<file path="config.mk">
export PLATFORM = sky130hd
export DESIGN_NAME = clock_datapath
export DESIGN_NICKNAME = d
export VERILOG_FILES = /design/src/rtl/clock_pkg.sv /design/src/rtl/dp_alu.sv /design/src/rtl/clock_datapath.sv
export SDC_FILE = /design/constraint.sdc
export NUM_CORES = 1
export LEC_CHECK = 0
export CORE_MARGIN = 2
export CORE_UTILIZATION = 45
export CTS_CLUSTER_SIZE = 16
export DETAILED_ROUTE_END_ITERATION = 12
export PLACE_DENSITY = 0.65
export SYNTH_ARGS = -nofsm -noshare
export SYNTH_HDL_FRONTEND = slang
export SYNTH_SLANG_ARGS = --single-unit
</file>
<file path="constraint.sdc">
create_clock -name clk -period 3.6 [get_ports clk]
set_clock_uncertainty 0.2 [all_clocks]
set_input_delay 0.72 -clock clk [delete_from_list [all_inputs] [get_ports clk]]
set_output_delay 0.72 -clock clk [all_outputs]
set_load 0.005 [all_outputs]
</file>
<file path="src/rtl/clock_pkg.sv">
// Shared definitions for the clock/calendar datapath: field indices,
// ALU operation encodings, FSM states and the captured micro-op layout.
package clock_pkg;

   localparam int WIDTH      = 6;
   localparam int NUM_FIELDS = 10;

   localparam logic [3:0] SEC1  = 4'd0;
   localparam logic [3:0] SEC2  = 4'd1;
   localparam logic [3:0] MIN1  = 4'd2;
   localparam logic [3:0] MIN2  = 4'd3;
   localparam logic [3:0] HOUR1 = 4'd4;
   localparam logic [3:0] HOUR2 = 4'd5;
   localparam logic [3:0] DATE  = 4'd6;
   localparam logic [3:0] MONTH = 4'd7;
   localparam logic [3:0] DAY   = 4'd8;
   localparam logic [3:0] YEAR  = 4'd9;

   typedef enum logic [1:0] {
      ALU_PASS = 2'b00,
      ALU_ADD  = 2'b01,
      ALU_SUB  = 2'b10,
      ALU_INC  = 2'b11
   } alu_op_t;

   typedef enum logic [1:0] {
      IDLE  = 2'd0,
      LATCH = 2'd1,
      EXEC  = 2'd2,
      WRITE = 2'd3
   } state_t;

   typedef struct packed {
      logic [3:0]       src_a;
      logic [3:0]       src_b;
      logic [3:0]       dst;
      logic             la;
      logic             lb;
      logic             kc;
      logic             lr;
      logic             er;
      logic             ea;
      alu_op_t          alu_s;
      logic             cin;
      logic [WIDTH-1:0] key_data;
   } op_t;

   // Indices above YEAR name no field and are treated as holes.
   function automatic logic valid_index(input logic [3:0] idx);
      return idx <= YEAR;
   endfunction

endpackage

</file>
<file path="src/rtl/dp_alu.sv">
// Combinational 6-bit ALU with a 7-bit internal sum; bit 6 is the carry-out
// and everything wraps modulo 64.
module dp_alu
   import clock_pkg::*;
(
   input  logic [WIDTH-1:0] a,
   input  logic [WIDTH-1:0] b,
   input  alu_op_t          s,
   input  logic             cin,
   output logic [WIDTH-1:0] result,
   output logic             cout
);

   logic [WIDTH:0] sum;

   always_comb begin
      sum = '0;
      case (s)
         ALU_PASS: sum = {1'b0, a};
         ALU_ADD:  sum = {1'b0, a} + {1'b0, b} + {{WIDTH{1'b0}}, cin};
         ALU_SUB:  sum = {1'b0, a} + {1'b0, ~b} + {{WIDTH{1'b0}}, cin};
         ALU_INC:  sum = {1'b0, a} + (WIDTH+1)'(1);
         default:  sum = '0;
      endcase
   end

   assign result = sum[WIDTH-1:0];
   assign cout   = sum[WIDTH];

endmodule

</file>
<file path="src/rtl/clock_datapath.sv">
// Register file, operand latches, result register and the four-state
// micro-op sequencer of the clock/calendar datapath.
module clock_datapath
   import clock_pkg::*;
(
   input  logic             clk,
   input  logic             clear,
   input  logic             op_valid,
   output logic             op_ready,
   input  logic [3:0]       src_a,
   input  logic [3:0]       src_b,
   input  logic [3:0]       dst,
   input  logic             la,
   input  logic             lb,
   input  logic             kc,
   input  logic             lr,
   input  logic             er,
   input  logic             ea,
   input  logic [1:0]       alu_s,
   input  logic             cin,
   input  logic [WIDTH-1:0] key_data,
   input  logic [3:0]       rd_idx,
   output logic [WIDTH-1:0] rd_data,
   output logic             cout,
   output logic             zero,
   output logic             eq,
   output logic             done,
   output logic             bad_dst
);

   state_t           state;
   op_t              op;
   logic [WIDTH-1:0] regs [NUM_FIELDS];
   logic [WIDTH-1:0] lat_a;
   logic [WIDTH-1:0] lat_b;
   logic [WIDTH-1:0] res_r;
   logic [WIDTH-1:0] read_a;
   logic [WIDTH-1:0] read_b;
   logic [WIDTH-1:0] alu_res;
   logic             alu_cout;

   assign op_ready = (state == IDLE);

   // Holes in the index space read as zero on every read port.
   always_comb begin
      rd_data = '0;
      read_a  = '0;
      read_b  = '0;
      for (int i = 0; i < NUM_FIELDS; i++) begin
         if (rd_idx == 4'(i))   rd_data = regs[i];
         if (op.src_a == 4'(i)) read_a  = regs[i];
         if (op.src_b == 4'(i)) read_b  = regs[i];
      end
   end

   dp_alu u_alu (
      .a      (lat_a),
      .b      (lat_b),
      .s      (op.alu_s),
      .cin    (op.cin),
      .result (alu_res),
      .cout   (alu_cout)
   );

   always_ff @(posedge clk) begin
      if (clear) begin
         state   <= IDLE;
         op      <= '0;
         lat_a   <= '0;
         lat_b   <= '0;
         res_r   <= '0;
         cout    <= 1'b0;
         zero    <= 1'b0;
         eq      <= 1'b0;
         done    <= 1'b0;
         bad_dst <= 1'b0;
         for (int i = 0; i < NUM_FIELDS; i++) regs[i] <= '0;
      end else begin
         done    <= 1'b0;
         bad_dst <= 1'b0;
         case (state)
            IDLE: begin
               if (op_valid) begin
                  op <= '{src_a: src_a, src_b: src_b, dst: dst, la: la, lb: lb,
                          kc: kc, lr: lr, er: er, ea: ea,
                          alu_s: alu_op_t'(alu_s), cin: cin, key_data: key_data};
                  state <= LATCH;
               end
            end
            LATCH: begin
               if (op.la) lat_a <= read_a;
               if (op.lb) lat_b <= op.kc ? op.key_data : read_b;
               state <= EXEC;
            end
            EXEC: begin
               if (op.lr) res_r <= alu_res;
               if (op.ea) begin
                  cout <= alu_cout;
                  zero <= (alu_res == '0);
                  eq   <= (lat_a == lat_b);
               end
               // done and bad_dst are registered so they pulse during WRITE.
               done    <= 1'b1;
               bad_dst <= op.er && !valid_index(op.dst);
               state   <= WRITE;
            end
            WRITE: begin
               if (op.er) begin
                  for (int i = 0; i < NUM_FIELDS; i++)
                     if (op.dst == 4'(i)) regs[i] <= res_r;
               end
               state <= IDLE;
            end
            default: state <= IDLE;
         endcase
      end
   end

endmodule

</file>
Word level (Yosys, flattened, before mapping):

Memories as Yosys holds them, arrays and structs flattened.
Cells that the tools add are included.

* add/sub/neg operators: 5
* $lt $le $gt $ge: 1
* mux-type cells: 97
* eq/ne operators: 44
* bitwise operators: 12
* reductions and logical operators: 15

Operators by type and width (number)
* $mux W6: 41
* $eq A4 B3 Y1 const B: 16
* $mux W1: 53
* $eq A4 B2 Y1 const B: 8
* $eq A4 B4 Y1 const B: 8
* $pmux W7 S4: 1
* $eq A4 B1 Y1 const B: 4
* $logic_not A4 Y1: 4
* $add A6 B6 Y7: 2
* $add A7 B1 Y7: 2
* $or A1 B1 Y1: 10
* $reduce_and A2 Y1: 5
* $eq A2 B2 Y1 const B: 4
* $pmux W2 S4: 1
* $add A6 B1 Y7 const B: 1
* $eq A6 B6 Y1: 1
* $logic_not A6 Y1: 1
* $not A6 Y6: 1
* $eq A2 B1 Y1 const B: 2
* $le A4 B4 Y1 const B: 1
* $logic_not A2 Y1: 2
* $mux W2: 1
* $ne A2 B2 Y1 const B: 1
* $reduce_or A2 Y1: 1
* other kinds (3): 3

* input port bits: 34
* memory bits (writable): 60
* logic and storage cells: 196
* output and inout bits: 12
* bits in registers: 52
* memories kept: 1

Memories
* regs: depth 10, bits a word 6, read ports 10, clocked after memory_dff 0, wr ports 10, RTL line clock_datapath.sv:33 `logic [WIDTH-1:0] regs [NUM_FIELDS];`

Longest topological paths before layout:

* depth after elaboration: 12
* gate-level depth with buffers: 10

Hierarchy:

Synthesis repeated with hierarchy kept, for this count alone.

* cell total of the unflattened synthesis: 768
* area total of the unflattened synthesis: 7186.9 µm²

Modules (own cells, without submodules)
* clock_datapath: area each 6407.4 µm², instances 1, cells an instance 667, sequential area each 2842.7 µm²
* dp_alu: area each 779.5 µm², instances 1, cells an instance 101, sequential area each 0.0 µm²

Worst setup path after synthesis:

OpenSTA, ideal clock, no wires.

* path kind: input port to output port
* start: in rd_idx[1]
* end: out rd_data[3]
* data required time: 2.680 ns
* slack: 0.754 ns
* arrival time: 1.926 ns
* stages: 7
* path through: clkbuf_1 -> or3b_2 -> a21oi_1 -> a31oi_1 -> o221ai_1 -> o21ai_1 -> a31oi_1

* cells in the longest elaborated chain, start to end: 11
* elaborated cells on any way between the ends: 20
* those cells by class: eq/ne (9); mux (10); reduce/logical (1)

RTL lines
* from (decl): RTL line clock_datapath.sv:22 `input logic [3:0] rd_idx,`
* $logic_not A4 Y1: RTL line clock_datapath.sv:50 `if (rd_idx == 4'(i)) rd_data = regs[i];`
* $mux W6 (9 in series): RTL line clock_datapath.sv:50
* $mux W6 *: RTL line clock_datapath.sv:50
* to (decl): RTL line clock_datapath.sv:23 `output logic [WIDTH-1:0] rd_data,`

Every way passes the cells marked *; elsewhere a longest branch is shown, timed or not.

Final worst setup path:

Same ends and word-level chain as after synthesis.

==> implementation parameters <==
Parameter                              Value

Drt
  Starting DRC count in detailed routing ... 599
  TritonRoute pass-1 iters ... 5
  Via count ... 5779
  Residual DRC count ... 0
  Total wire length after detailed routing ... 20130 µm
  Post-detailed-route wirelength per cell ... 21.03 µm
  Vias/cell ... 6.039
  ANT nets after route ... 0

Global route
  Met3 track demand over resource in global routing ... 4.229%
  Overall fraction of global-route tracks in use ... 25.32%
  GR met2 Demand/Resource ... 37.86%
  Initial antenna violation count ... 0
  Vias in the first global route ... 5473
  First-pass GRT wire length ... 31130 µm
  GRT met1 Usage ... 38.07%
  Layer with the highest usage after global routing ... met1
  Grt total ovfl ... 0
  Maximum number of pins on one net before global-route repair ... 49

Yosys
  Net count after synthesis ... 794
  Cell with the most instances after synthesis ... sky130_fd_sc_hd__nand2_1
  Primary FF master, synth ... sky130_fd_sc_hd__edfxtp_1
  Fraction of post-synthesis cell area in the top cell type by area ... 26.46%
  Proportion of synthesized chip area in sequential cells ... 41.75%
  Count of unique library cells instantiated by Yosys ... 75
  Synthesized netlist cell count ... 740
  Most frequent cells after synthesis ... sky130_fd_sc_hd__nand2_1, sky130_fd_sc_hd__a21oi_1, sky130_fd_sc_hd__and2_1
  Netlist Area Pre-Place ... 0.006809 mm²
  Top cells by area, synth ... sky130_fd_sc_hd__edfxtp_1, sky130_fd_sc_hd__dfxtp_1, sky130_fd_sc_hd__and2_1
  Count of flip-flops with a built-in enable after synthesis ... 60
  Yosys top cell by area ... sky130_fd_sc_hd__edfxtp_1
  Synth Area per Inst ... 9.201 µm²
  Fraction of synthesis flops using an asynchronous set or reset pin ... 0%
  Syn. warnings ... 0
  Post-synthesis sequential element count ... 112

STA
  Total count of hold-check failures in the final report ... 0
  Post-route clock period utilization ... 98.79%
  Actual transition at the worst max-transition pin ... 1027 ps
  Final Max Slew Viols ... 0
  RSZ-0062 raised after global routing ... yes
  Final setup vio count ... 0
  Headroom to the max-slew limit ... 30.97%
  Total Negative Setup Slacks ... 0 ps
  Setup slack of the critical path after layout ... 43.68 ps
  Maximum clock rate ... 0.2812 GHz
  Post-route minimum period ... 3556 ps

Min path
  Hold crit path type ... reg -> reg

Clock network
  H-tree levels ... 3
  Maximum clock insertion buffer count ... 2
  Number of clock buffers inserted by TritonCTS ... 9
  Number of post-CTS setup repair buffers ... 0
  Clk_lat worst skew ... 350 ps
  Sinks on Clock Net ... 112
  CTS tree ... built
  CTS root buffer ... sky130_fd_sc_hd__clkbuf_16
  Number of buffers added to fix hold violations after cts ... 0
  Clock edge transition at the registers on the reported setup and hold paths ... 70 ps

Setup path
  CP Capture Type ... output pin
  Data required time of the worst path ... 2680 ps
  Largest delay contributor family on the critical path ... compound AO/OA/AOI/OAI gates
  Critical path class ... in -> out
  Critical path arrival ... 2640 ps
  Launching element type of the critical path ... input pin
  Crit-path slowest cell ... sky130_fd_sc_hd__or3b_2
  Slowest cell delay on critical path ... 490 ps
  Maximum fanout count along the critical path ... 3
  Cells traversed along the worst timing path ... clkdlybuf4s50_1 -> or3b_2 -> a21oi_1 -> a31oi_1 -> o221ai_2 -> o21ai_1 -> a31oi_2 -> clkbuf_2
  Number of buffer and inverter stages on the critical path ... 2

Status
  Run status ... complete, no violations

Placed design
  Estimated wirelength of the detail-placed design ... 15440 µm
  Placed Instance Area ... 0.007386 mm²
  Gpl congestion ... 0.9975
  Cell count after placement ... 941
  Post-place setup slack ... -415.9 ps
  Input/output buffers ... 45

Power and ir drop
  Fraction of power consumed by sequential logic ... 45.9%
  Switching power ... 1.226 mW
  P_int ... 2.366 mW
  Share of total power in combinational logic ... 27.7%
  Fraction of power consumed by the clock network ... 26.4%
  LEAKAGE ... 2.731 nW
  Switching power share of the total ... 34.14%
  Power density over the cells ... 467.2 mW/mm²
  Maximum ir drop on the vdd rail ... 312.5 µV

Die
  I/O pin count ... 46
  Total number of placement rows ... 44
  Effective utilization at floorplan ... 46.50%
  DIE HEIGHT ... 127.0 µm
  Area of the placeable core ... 0.01464 mm²
  Overall die width ... 127.0 µm
  Overall die area ... 0.01613 mm²

Cells and area
  Share of layout cells above drive strength 1 ... 8.538%
  Relative area change from synthesis to final layout ... 12.92%
  Post-route cell area ... 0.007689 mm²
  N_diodes ... 0
  Fin nets ... 822
  Number of non-filler instances in the completed layout ... 957

Flow run
  Max Cap Violations ... 0
==> cell usage in the layout, fill, tap and decap left out, types with 12 or more instances in the layout <==
cell	instances
sky130_fd_sc_hd__nand2_1	97
sky130_fd_sc_hd__a21oi_1	67
sky130_fd_sc_hd__and2_1	61
sky130_fd_sc_hd__edfxtp_1	60
sky130_fd_sc_hd__dfxtp_1	52
sky130_fd_sc_hd__o21ai_0	41
sky130_fd_sc_hd__nor2_1	39
sky130_fd_sc_hd__clkdlybuf4s50_1	38
sky130_fd_sc_hd__mux2i_1	36
sky130_fd_sc_hd__inv_1	24
sky130_fd_sc_hd__nor3_1	18
sky130_fd_sc_hd__buf_4	18
sky130_fd_sc_hd__nand3_1	17
sky130_fd_sc_hd__ha_1	16
sky130_fd_sc_hd__a211oi_1	12
==> tightest hold or removal path, delay by kind of cell (launching register included) <==
family / cells / cell delay, ps
flops: 1 / 310
simple gates: 1 / 50
compound gates: 1 / 50
==> final timing paths <==
| check | endpoint | from | cells after the start | slack (ps) |
|---|---|---|---|---|
| setup / recovery | rd_data[3] | rd_idx[1] | 8 | 40 |
| hold / removal | op[6]$_SDFFE_PP0P_ | op[6]$_SDFFE_PP0P_ | 2 | 260 |
| setup reg to reg | zero$_SDFFE_PP0P_ | lat_a[0]$_SDFFE_PP0P_ | 8 | 430 |
| hold reg to reg | op[6]$_SDFFE_PP0P_ | op[6]$_SDFFE_PP0P_ | 2 | 260 |
==> area by class of cell <==
cell class,count,area [µm²]
Inverter,24,90.09
Fill cell,1354,6955
Timing Repair Buffer,64,589.3
Sequential cell,112,2843
Clock inverter,6,50.05
Tap cell,184,230.2
Clock buffer,10,229.0
Multi-Input combinational cell,557,3657
==> layer usage <==
metal / up-vias / routed length, µm
li1: 2735 / -
met1: 2765 / 9427
met2: 246 / 8821
met3: 33 / 1473
met4: 0 / 405
met5: - / 0
==> registers in the layout, indices dropped and copies added, names as in the netlist <==
name	flops
bad_dst	1
cout	1
done	1
eq	1
lat_a	6
lat_b	6
op	27
regs	60
res_r	6
state	2
zero	1
==> power groups by stage <==
stage	registers, mW	logic (mW)	clock network (mW)
after CTS	1.64	0.991	0.968
final	1.65	0.996	0.947
after floorplan	1.54	0.801	0
after detailed placement	1.67	0.988	0
after global routing	1.67	1.10	1.02
after global placement	1.67	0.967	0
==> stage by stage <==
stage          utilization [%]  hold WS [ps]  power, mW
2_1_floorplan                -         230.7      2.344
3_3_place_gp             50.44         245.4      2.635
3_5_place_dp             50.44         250.2      2.661
4_1_cts                  52.38         260.7      3.603
5_1_grt                  52.50         297.3      3.786
6_report                 52.50         258.9      3.592
==> repair_timing <==
action	CTS	global route
pin swaps	6	4
gates resized for setup	11	6
endpoints found under the setup margin	6	3
==> kinds of logic (layout without fill, tap and decap cells) <==
group,count (synthesis),in the layout,share of synthesized area (%)
XOR/XNOR,4,4,0.5146
multiplexers,49,49,8.930
AND/OR/NAND/NOR,288,288,21.72
flip-flops,112,112,41.75
adder cells (fa/ha/maj),20,20,4.116
AO/OA/AOI/OAI,196,196,17.92
buffers and inverters,71,104,5.053
Power figures use the tool's default switching activity.
